File: src/rtl/id_decode_pipe_if.sv
// Signal bundle for the ID stage: fetch-side handshake, hazard controls,
// write-back and forwarding ports, ID/EX register outputs and branch redirect.
interface id_decode_pipe_if #(
  parameter int XLEN = 32,
  parameter int NREG = 32,
  parameter int AW   = $clog2(NREG)
);
  logic            in_valid;
  logic            in_ready;
  logic [XLEN-1:0] in_pc;
  logic [31:0]     in_instr;

  logic            hz_stall;
  logic            flush;

  logic            wb_we;
  logic [AW-1:0]   wb_rd;
  logic [XLEN-1:0] wb_data;

  logic            mem_we;
  logic [AW-1:0]   mem_rd;
  logic [XLEN-1:0] mem_data;

  logic            out_valid;
  logic            out_ready;
  logic [AW-1:0]   out_rs1;
  logic [AW-1:0]   out_rs2;
  logic [AW-1:0]   out_rd;
  logic [XLEN-1:0] out_rs1_data;
  logic [XLEN-1:0] out_rs2_data;
  logic [XLEN-1:0] out_imm;
  logic [2:0]      out_funct3;
  logic [6:0]      out_ctrl;

  logic            br_taken;
  logic [XLEN-1:0] br_target;

  modport slave (
    input  in_valid, in_pc, in_instr, hz_stall, flush,
    input  wb_we, wb_rd, wb_data, mem_we, mem_rd, mem_data, out_ready,
    output in_ready, out_valid, out_rs1, out_rs2, out_rd,
    output out_rs1_data, out_rs2_data, out_imm, out_funct3, out_ctrl,
    output br_taken, br_target
  );

  modport master (
    output in_valid, in_pc, in_instr, hz_stall, flush,
    output wb_we, wb_rd, wb_data, mem_we, mem_rd, mem_data, out_ready,
    input  in_ready, out_valid, out_rs1, out_rs2, out_rd,
    input  out_rs1_data, out_rs2_data, out_imm, out_funct3, out_ctrl,
    input  br_taken, br_target
  );
endinterface

File: src/rtl/id_decode_pipe.sv
// ID stage: RV32I decode, forwarded register-file read, branch resolve and ID/EX register.
// Define ID_DECODE_BRANCH_EXT_EN to resolve BNE/BLT/BGE/BLTU/BGEU as well as BEQ.
module id_decode_pipe #(
  parameter int XLEN = 32,
  parameter int NREG = 32,
  parameter int AW   = $clog2(NREG)
) (
  input logic             clk,
  input logic             rst,
  id_decode_pipe_if.slave bus
);

  localparam logic [6:0] OPC_R      = 7'b0110011;
  localparam logic [6:0] OPC_IMM    = 7'b0010011;
  localparam logic [6:0] OPC_LOAD   = 7'b0000011;
  localparam logic [6:0] OPC_STORE  = 7'b0100011;
  localparam logic [6:0] OPC_LUI    = 7'b0110111;
  localparam logic [6:0] OPC_BRANCH = 7'b1100011;

  // ctrl = {mem_to_reg, reg_write, mem_write, mem_read, alu_op[1:0], alu_src}
  localparam logic [6:0] CTRL_R     = 7'b0100010;
  localparam logic [6:0] CTRL_SUB   = 7'b0100100;
  localparam logic [6:0] CTRL_IMM   = 7'b0100001;
  localparam logic [6:0] CTRL_LOAD  = 7'b1101001;
  localparam logic [6:0] CTRL_STORE = 7'b0010001;
  localparam logic [6:0] CTRL_LUI   = 7'b0100001;
  localparam logic [6:0] CTRL_NONE  = 7'b0000000;

  typedef struct packed {
    logic [AW-1:0]   rs1;
    logic [AW-1:0]   rs2;
    logic [AW-1:0]   rd;
    logic [XLEN-1:0] rs1_data;
    logic [XLEN-1:0] rs2_data;
    logic [XLEN-1:0] imm;
    logic [2:0]      funct3;
    logic [6:0]      ctrl;
  } idex_t;

  logic [XLEN-1:0] rf_q [NREG];
  idex_t           idex_q;
  idex_t           idex_d;
  logic            out_valid_q;
  logic            out_valid_d;

  logic [31:0]     instr_s;
  logic [6:0]      opcode_s;
  logic [2:0]      funct3_s;
  logic [AW-1:0]   rs1_s;
  logic [AW-1:0]   rs2_s;
  logic [AW-1:0]   rd_s;
  logic [XLEN-1:0] rs1_val_s;
  logic [XLEN-1:0] rs2_val_s;
  logic [XLEN-1:0] bimm_s;
  logic [XLEN-1:0] imm_s;
  logic [6:0]      ctrl_s;
  logic            is_branch_s;
  logic            br_cond_s;
  logic            in_ready_s;
  logic            accept_s;

  function automatic logic [XLEN-1:0] sext32(input logic [31:0] v);
    logic signed [31:0] sv;
    sv = v;
    return XLEN'(sv);
  endfunction

  function automatic logic [XLEN-1:0] operand(
    input logic [AW-1:0]   idx,
    input logic [XLEN-1:0] rf_val,
    input logic            m_we,
    input logic [AW-1:0]   m_rd,
    input logic [XLEN-1:0] m_data,
    input logic            w_we,
    input logic [AW-1:0]   w_rd,
    input logic [XLEN-1:0] w_data
  );
    logic [XLEN-1:0] val;
    if (idx == '0) begin
      val = '0;
    end else if (m_we && (m_rd == idx)) begin
      val = m_data;
    end else if (w_we && (w_rd == idx)) begin
      val = w_data;
    end else begin
      val = rf_val;
    end
    return val;
  endfunction

  assign instr_s     = bus.in_instr;
  assign opcode_s    = instr_s[6:0];
  assign funct3_s    = instr_s[14:12];
  assign rd_s        = instr_s[7 +: AW];
  assign rs1_s       = instr_s[15 +: AW];
  assign rs2_s       = instr_s[20 +: AW];
  assign is_branch_s = (opcode_s == OPC_BRANCH);

  assign rs1_val_s = operand(rs1_s, rf_q[rs1_s], bus.mem_we, bus.mem_rd, bus.mem_data,
                             bus.wb_we, bus.wb_rd, bus.wb_data);
  assign rs2_val_s = operand(rs2_s, rf_q[rs2_s], bus.mem_we, bus.mem_rd, bus.mem_data,
                             bus.wb_we, bus.wb_rd, bus.wb_data);

  // Control word per opcode; branches and unknown opcodes become bubbles.
  always_comb begin
    ctrl_s = CTRL_NONE;
    case (opcode_s)
      OPC_R: begin
        if (instr_s[30] && (funct3_s == 3'b000)) begin
          ctrl_s = CTRL_SUB;
        end else begin
          ctrl_s = CTRL_R;
        end
      end
      OPC_IMM:   ctrl_s = CTRL_IMM;
      OPC_LOAD:  ctrl_s = CTRL_LOAD;
      OPC_STORE: ctrl_s = CTRL_STORE;
      OPC_LUI:   ctrl_s = CTRL_LUI;
      default:   ctrl_s = CTRL_NONE;
    endcase
  end

  assign bimm_s = sext32({{19{instr_s[31]}}, instr_s[31], instr_s[7], instr_s[30:25],
                          instr_s[11:8], 1'b0});

  // Immediate selection by instruction format; R-type and unknown carry no immediate.
  always_comb begin
    imm_s = '0;
    case (opcode_s)
      OPC_IMM, OPC_LOAD: imm_s = sext32({{20{instr_s[31]}}, instr_s[31:20]});
      OPC_STORE:         imm_s = sext32({{20{instr_s[31]}}, instr_s[31:25], instr_s[11:7]});
      OPC_BRANCH:        imm_s = bimm_s;
      OPC_LUI:           imm_s = sext32({instr_s[31:12], 12'h000});
      default:           imm_s = '0;
    endcase
  end

  // Branch condition on forwarded operands.
  always_comb begin
    br_cond_s = 1'b0;
    case (funct3_s)
      3'b000:  br_cond_s = (rs1_val_s == rs2_val_s);
`ifdef ID_DECODE_BRANCH_EXT_EN
      3'b001:  br_cond_s = (rs1_val_s != rs2_val_s);
      3'b100:  br_cond_s = ($signed(rs1_val_s) <  $signed(rs2_val_s));
      3'b101:  br_cond_s = ($signed(rs1_val_s) >= $signed(rs2_val_s));
      3'b110:  br_cond_s = (rs1_val_s <  rs2_val_s);
      3'b111:  br_cond_s = (rs1_val_s >= rs2_val_s);
`endif
      default: br_cond_s = 1'b0;
    endcase
  end

  assign in_ready_s = !rst && !bus.hz_stall && !bus.flush && (!out_valid_q || bus.out_ready);
  assign accept_s   = bus.in_valid && in_ready_s;

  assign bus.in_ready  = in_ready_s;
  assign bus.br_taken  = accept_s && is_branch_s && br_cond_s;
  assign bus.br_target = bus.in_pc + bimm_s;

  // ID/EX next state: flush squashes, accept loads, drain clears, otherwise hold.
  always_comb begin
    out_valid_d = out_valid_q;
    idex_d      = idex_q;
    if (bus.flush) begin
      out_valid_d = 1'b0;
    end else if (accept_s) begin
      out_valid_d     = 1'b1;
      idex_d.rs1      = rs1_s;
      idex_d.rs2      = rs2_s;
      idex_d.rd       = rd_s;
      idex_d.rs1_data = rs1_val_s;
      idex_d.rs2_data = rs2_val_s;
      idex_d.imm      = imm_s;
      idex_d.funct3   = funct3_s;
      idex_d.ctrl     = ctrl_s;
    end else if (bus.out_ready) begin
      out_valid_d = 1'b0;
    end else begin
      out_valid_d = out_valid_q;
    end
  end

  // ID/EX pipeline register.
  always_ff @(posedge clk) begin
    if (rst) begin
      out_valid_q <= 1'b0;
      idex_q      <= '0;
    end else begin
      out_valid_q <= out_valid_d;
      idex_q      <= idex_d;
    end
  end

  // Register file write port; entry 0 is never written so it always reads zero.
  always_ff @(posedge clk) begin
    if (rst) begin
      for (int i = 0; i < NREG; i++) begin
        rf_q[i] <= '0;
      end
    end else if (bus.wb_we && (bus.wb_rd != '0)) begin
      rf_q[bus.wb_rd] <= bus.wb_data;
    end
  end

  assign bus.out_valid    = out_valid_q;
  assign bus.out_rs1      = idex_q.rs1;
  assign bus.out_rs2      = idex_q.rs2;
  assign bus.out_rd       = idex_q.rd;
  assign bus.out_rs1_data = idex_q.rs1_data;
  assign bus.out_rs2_data = idex_q.rs2_data;
  assign bus.out_imm      = idex_q.imm;
  assign bus.out_funct3   = idex_q.funct3;
  assign bus.out_ctrl     = idex_q.ctrl;

endmodule

File: src/flat_wrapper.sv
// flat-port wrapper written by rule: the top's interface ports become plain ports
module id_decode_pipe_flat 
#(
  parameter int XLEN = 32,
  parameter int NREG = 32,
  parameter int AW   = $clog2(NREG)
)
  (clk, rst, bus_in_valid, bus_in_pc, bus_in_instr, bus_hz_stall, bus_flush, bus_wb_we, bus_wb_rd, bus_wb_data, bus_mem_we, bus_mem_rd, bus_mem_data, bus_out_ready, bus_in_ready, bus_out_valid, bus_out_rs1, bus_out_rs2, bus_out_rd, bus_out_rs1_data, bus_out_rs2_data, bus_out_imm, bus_out_funct3, bus_out_ctrl, bus_br_taken, bus_br_target);
  id_decode_pipe_if #(.XLEN(XLEN), .NREG(NREG), .AW(AW)) bus_i ();
  input logic clk;
  input logic rst;
  input wire logic [$bits(bus_i.in_valid)-1:0] bus_in_valid;
  input wire logic [$bits(bus_i.in_pc)-1:0] bus_in_pc;
  input wire logic [$bits(bus_i.in_instr)-1:0] bus_in_instr;
  input wire logic [$bits(bus_i.hz_stall)-1:0] bus_hz_stall;
  input wire logic [$bits(bus_i.flush)-1:0] bus_flush;
  input wire logic [$bits(bus_i.wb_we)-1:0] bus_wb_we;
  input wire logic [$bits(bus_i.wb_rd)-1:0] bus_wb_rd;
  input wire logic [$bits(bus_i.wb_data)-1:0] bus_wb_data;
  input wire logic [$bits(bus_i.mem_we)-1:0] bus_mem_we;
  input wire logic [$bits(bus_i.mem_rd)-1:0] bus_mem_rd;
  input wire logic [$bits(bus_i.mem_data)-1:0] bus_mem_data;
  input wire logic [$bits(bus_i.out_ready)-1:0] bus_out_ready;
  output wire logic [$bits(bus_i.in_ready)-1:0] bus_in_ready;
  output wire logic [$bits(bus_i.out_valid)-1:0] bus_out_valid;
  output wire logic [$bits(bus_i.out_rs1)-1:0] bus_out_rs1;
  output wire logic [$bits(bus_i.out_rs2)-1:0] bus_out_rs2;
  output wire logic [$bits(bus_i.out_rd)-1:0] bus_out_rd;
  output wire logic [$bits(bus_i.out_rs1_data)-1:0] bus_out_rs1_data;
  output wire logic [$bits(bus_i.out_rs2_data)-1:0] bus_out_rs2_data;
  output wire logic [$bits(bus_i.out_imm)-1:0] bus_out_imm;
  output wire logic [$bits(bus_i.out_funct3)-1:0] bus_out_funct3;
  output wire logic [$bits(bus_i.out_ctrl)-1:0] bus_out_ctrl;
  output wire logic [$bits(bus_i.br_taken)-1:0] bus_br_taken;
  output wire logic [$bits(bus_i.br_target)-1:0] bus_br_target;
  assign bus_i.in_valid = bus_in_valid;
  assign bus_i.in_pc = bus_in_pc;
  assign bus_i.in_instr = bus_in_instr;
  assign bus_i.hz_stall = bus_hz_stall;
  assign bus_i.flush = bus_flush;
  assign bus_i.wb_we = bus_wb_we;
  assign bus_i.wb_rd = bus_wb_rd;
  assign bus_i.wb_data = bus_wb_data;
  assign bus_i.mem_we = bus_mem_we;
  assign bus_i.mem_rd = bus_mem_rd;
  assign bus_i.mem_data = bus_mem_data;
  assign bus_i.out_ready = bus_out_ready;
  assign bus_in_ready = bus_i.in_ready;
  assign bus_out_valid = bus_i.out_valid;
  assign bus_out_rs1 = bus_i.out_rs1;
  assign bus_out_rs2 = bus_i.out_rs2;
  assign bus_out_rd = bus_i.out_rd;
  assign bus_out_rs1_data = bus_i.out_rs1_data;
  assign bus_out_rs2_data = bus_i.out_rs2_data;
  assign bus_out_imm = bus_i.out_imm;
  assign bus_out_funct3 = bus_i.out_funct3;
  assign bus_out_ctrl = bus_i.out_ctrl;
  assign bus_br_taken = bus_i.br_taken;
  assign bus_br_target = bus_i.br_target;
  id_decode_pipe #(.XLEN(XLEN), .NREG(NREG), .AW(AW)) u_core (.clk(clk), .rst(rst), .bus(bus_i));
endmodule
File: config.mk
export PLATFORM = sky130hd
export DESIGN_NAME = id_decode_pipe_flat
export DESIGN_NICKNAME = d
export VERILOG_FILES = /design/src/rtl/id_decode_pipe_if.sv /design/src/rtl/id_decode_pipe.sv /design/src/flat_wrapper.sv
export SDC_FILE = /design/constraint.sdc
export NUM_CORES = 2
export LEC_CHECK = 0
export CORE_ASPECT_RATIO = 0.6
export CORE_MARGIN = 1.5
export CORE_UTILIZATION = 30
export CTS_CLUSTER_DIAMETER = 30
export DETAILED_ROUTE_END_ITERATION = 6
export MAX_ROUTING_LAYER = met4
export PLACE_DENSITY = 0.44
export RECOVER_POWER = 25
export SLEW_MARGIN = 5
export SYNTH_ARGS = -nofsm -noshare
export SYNTH_HDL_FRONTEND = slang
export SYNTH_SLANG_ARGS = --single-unit
File: constraint.sdc
create_clock -name clk -period 10.5 [get_ports clk]
set_clock_uncertainty 0.2 [all_clocks]
set_input_delay 2.1 -clock clk [delete_from_list [all_inputs] [get_ports clk]]
set_output_delay 2.1 -clock clk [all_outputs]
set_load 0.02 [all_outputs]
==> flow_summary.yaml <==
setup_path:
  crit_type: "input port to output port"
  ff2ff_path_depth: 10
  timing.rr.start: "u_core.rf_q[31][25]"
  crit_required_ns: 8.20
  end_kind: "output port"
  crit_end: "bus_br_taken"
  crit_path_cell_trace: "buf_8 -> buf_4 -> xor2_1 -> nor4_1 -> a21oi_4 -> nand2_1 -> a31oi_1 -> a221oi_2 -> xnor2_1 -> nor4_1 -> nand4_1 -> nor4_2 -> clkdlybuf4s50_1"
  reg2reg_to: "u_core.bus.out_rs1_data[25]"
  start_kind: "input port"
  cp_num_cells: 13
  cp_common_cell: "nor4_1"
  crit_fanout: 56
  crit_arrival_ns: 8.12
  crit_family: "simple AND/OR/NAND/NOR gates"
  worst_path_max_delay_cell: "nor4_1"
  crit_path_start: "bus_in_instr[20]"
  cp_num_buf_inv: 3
  slowest_delay_ns: 1.12
  r2r_slack_ns: 7.02
sta:
  setup_viol: 0
  min_period_ns: 10.42
  relSlewSlack: -3.18
  postLayoutSetupSlackWorst_ns: 0.0760
  hold_violations: 0
  rsz0062_at_grt: "no"
  tightest_slew_ns: 6.27
  max_freq_mhz: 95.9
  drv_slew: 284
  setup_tns_ns: 0
  period_share: 0.993
power:
  internal_power_w: 0.0102
  p_seq_frac: 0.377
  switching_power_w: 0.00392
  clock_power_share: 0.488
  p_per_area_nw_per_um2: 186
  leakage_nw: 26.4
  comb_power_share: 0.136
  swShare: 0.277
  ir_drop_mv: 0.109
cts:
  cts_setup_buffers: 0
  clockRootBuffer: "clkbuf_16"
  cts_tree: "yes"
  cts.htree.levels: 4
  insertion_delay_ns: 0.83
  cts.clk_slew.worst_paths_ns: 0.05
  clockBufferDepth: 4
  cts.sinks: 1145
  numCtsBuffers: 207
detailed_routing:
  num_vias: 47225
  wl_met3_um: 37600
  highest_layer: "met4"
  drcViolationCount: 1
  antenna_left: 0
  vias_per_cell: 5.88
  wl_um: 309000
  first_pass_iters: 7
  route.met2.wl_um: 124000
  drt_iter0_markers: 7748
  wl_met1_um: 140000
  wl_per_cell_um: 38.5
outcome:
  status: "complete, but fails checks"
  violations: "design-rule violations, max-capacitance violations, max-slew violations"
grt:
  grt-ovfl-total: 0
  grt_usage: 0.294
  antenna_found_initial: 47
  grt_pass1_vias: 44471
  grt_pass1_wl_um: 410000
  grt_max_degree: 86
worst_hold_path:
  hold_class: "flip-flop to flip-flop"
yosys:
  async_flop_share: 0
  ys.flop_type: "edfxtp_1"
  ys.warnings.count: 0
  syn_inst: 4788
  netlist_area_um2: 62700
  seq_area_frac_synth: 0.529
  synth-edff-count: 1024
  synth_cell_types: 94
  syn-mean-instance-area_um2: 13.1
  ys_seq_elements: 1145
floorplanning:
  ios: 302
  start_util: 0.303
  die-area_um2: 212000
  num_rows: 129
  die_w_um: 593
  die_h_um: 357
  core_area_um2: 207000
job:
  cap_viol_max_count: 14
placement:
  pre_cts_slack_ns: 0.138
  io_buffers: 299
  gp_routability_congestion: 0.991
  hpwlAfterDp_um: 207000
finish:
  drive_above_1_share: 0.211
  final_nets: 5269
  areaGrowthSynthToFinish_pct: 21.4
state kept, by name, indices dropped and copies added (netlist names):
register / count
u_core.bus.out_imm: 32
u_core.bus.out_rs1: 5
u_core.bus.out_valid: 1
u_core.bus.out_funct3: 3
u_core.rf_q: 1024
u_core.bus.out_ctrl: 6
u_core.bus.out_rs1_data: 32
u_core.bus.out_rs2_data: 32
u_core.bus.out_rs2: 5
u_core.bus.out_rd: 5
synth_stat cells, types with 71 or more instances:
library cell	instances	area (um^2)
edfxtp_1	1024	30700
mux2i_1	249	2490
clkbuf_1	302	1130
nor2_1	202	758
buf_2	71	355
nand2_1	202	758
a22oi_1	143	1070
nor3_1	126	631
a21oi_1	196	981
dfxtp_1	121	2420
and2_1	915	5720
o21ai_0	71	355
mux4_2	421	9480
through the flow:
step	power, W	util	area [um^2]	std cells	hold WS, ns
global placement	0.00727	0.335	69300	7634	0.243
finish	0.0141	0.368	76100	8035	0.252
global route	0.0144	0.368	76100	8022	0.271
detailed placement	0.00727	0.335	69300	7634	0.246
floorplan	0.00636	-	62800	4819	0.330
CTS	0.0141	0.368	76200	8010	0.253
cells in the final DEF, fill, tap and decap left out, drive strengths merged, types with 34 or more instances in the layout:
master         instances
or2                   38
clkbuf               260
mux2i                249
inv                   52
a21oi                197
buf                  237
edfxtp              1024
dfxtp                121
clkdlybuf4s50        252
a22oi                145
a221oi                34
dlygate4sd3           35
mux4                 422
and2                 917
nor3                 128
xnor2                 56
nand3                 55
clkinv                65
a211oi                38
o21ai                 75
nand2                202
nor2                 208
routing by layer:
layer | track usage | up-vias
met1 | 0.435 | 24813
met4 | 0.0635 | 0
li1 | - | 18858
met3 | 0.0889 | 433
met2 | 0.389 | 3121
met5 | - | -
power by group through the flow:
stage	Sequential [W]	Clock, W	Combinational (W)
4_1_cts	0.00532	0.00695	0.00187
3_5_place_dp	0.00541	0	0.00186
3_3_place_gp	0.00540	0	0.00187
2_1_floorplan	0.00536	0	0.000993
6_report	0.00533	0.00690	0.00192
5_1_grt	0.00535	0.00715	0.00195
cell families (layout without fill, tap and decap cells):
kind of cell / Yosys count / count (layout) / share of synthesized area
fa+ha+maj: 31 / 31 / 0.00630
mux: 680 / 680 / 0.193
other cells: 1 / 57 / 0.0000598
simple gates: 1678 / 1678 / 0.150
compound gates: 666 / 666 / 0.0710
buf+inv: 508 / 948 / 0.0400
flops: 1145 / 1145 / 0.529
xor+xnor: 79 / 79 / 0.0110
repair_timing:
item,CTS,global route
gates resized for setup,0,1
hold endpoints to repair,0,0
hold buffers,0,0
setup endpoints to repair,0,1
final cells by class:
class                   count  area [um^2]
diodes                     25         62.6
multi-input cells        3166        27400
flip-flops and latches   1145        33200
repair buffers            547         4960
inverters                  25         93.8
clock inverters           139         1530
well taps                2751         3440
fillers                 19792       131000
clock buffers             237         5440
worst min-delay path by stage:
stage / startpoint / end / slack (ns) / cells past startpoint
after floorplan: u_core.bus.out_ctrl[2] / u_core.bus.out_ctrl[2] / 0.33 / 2
after global placement: u_core.bus.out_rs2[3] / u_core.bus.out_rs2[3] / 0.24 / 2
after detailed placement: u_core.bus.out_rs1_data[11] / u_core.bus.out_rs1_data[11] / 0.25 / 2
after CTS: u_core.bus.out_rs1_data[11] / u_core.bus.out_rs1_data[11] / 0.25 / 2
after global routing: u_core.bus.out_rs1_data[11] / u_core.bus.out_rs1_data[11] / 0.27 / 2
final: u_core.bus.out_rs1_data[11] / u_core.bus.out_rs1_data[11] / 0.25 / 2
tightest hold or removal path: stages (launching register included):
cell	delay [ns]
dfxtp_1	0.30
nand2_1	0.05
a21oi_1	0.05
Note: power is estimated with default switching activity, not from simulation.
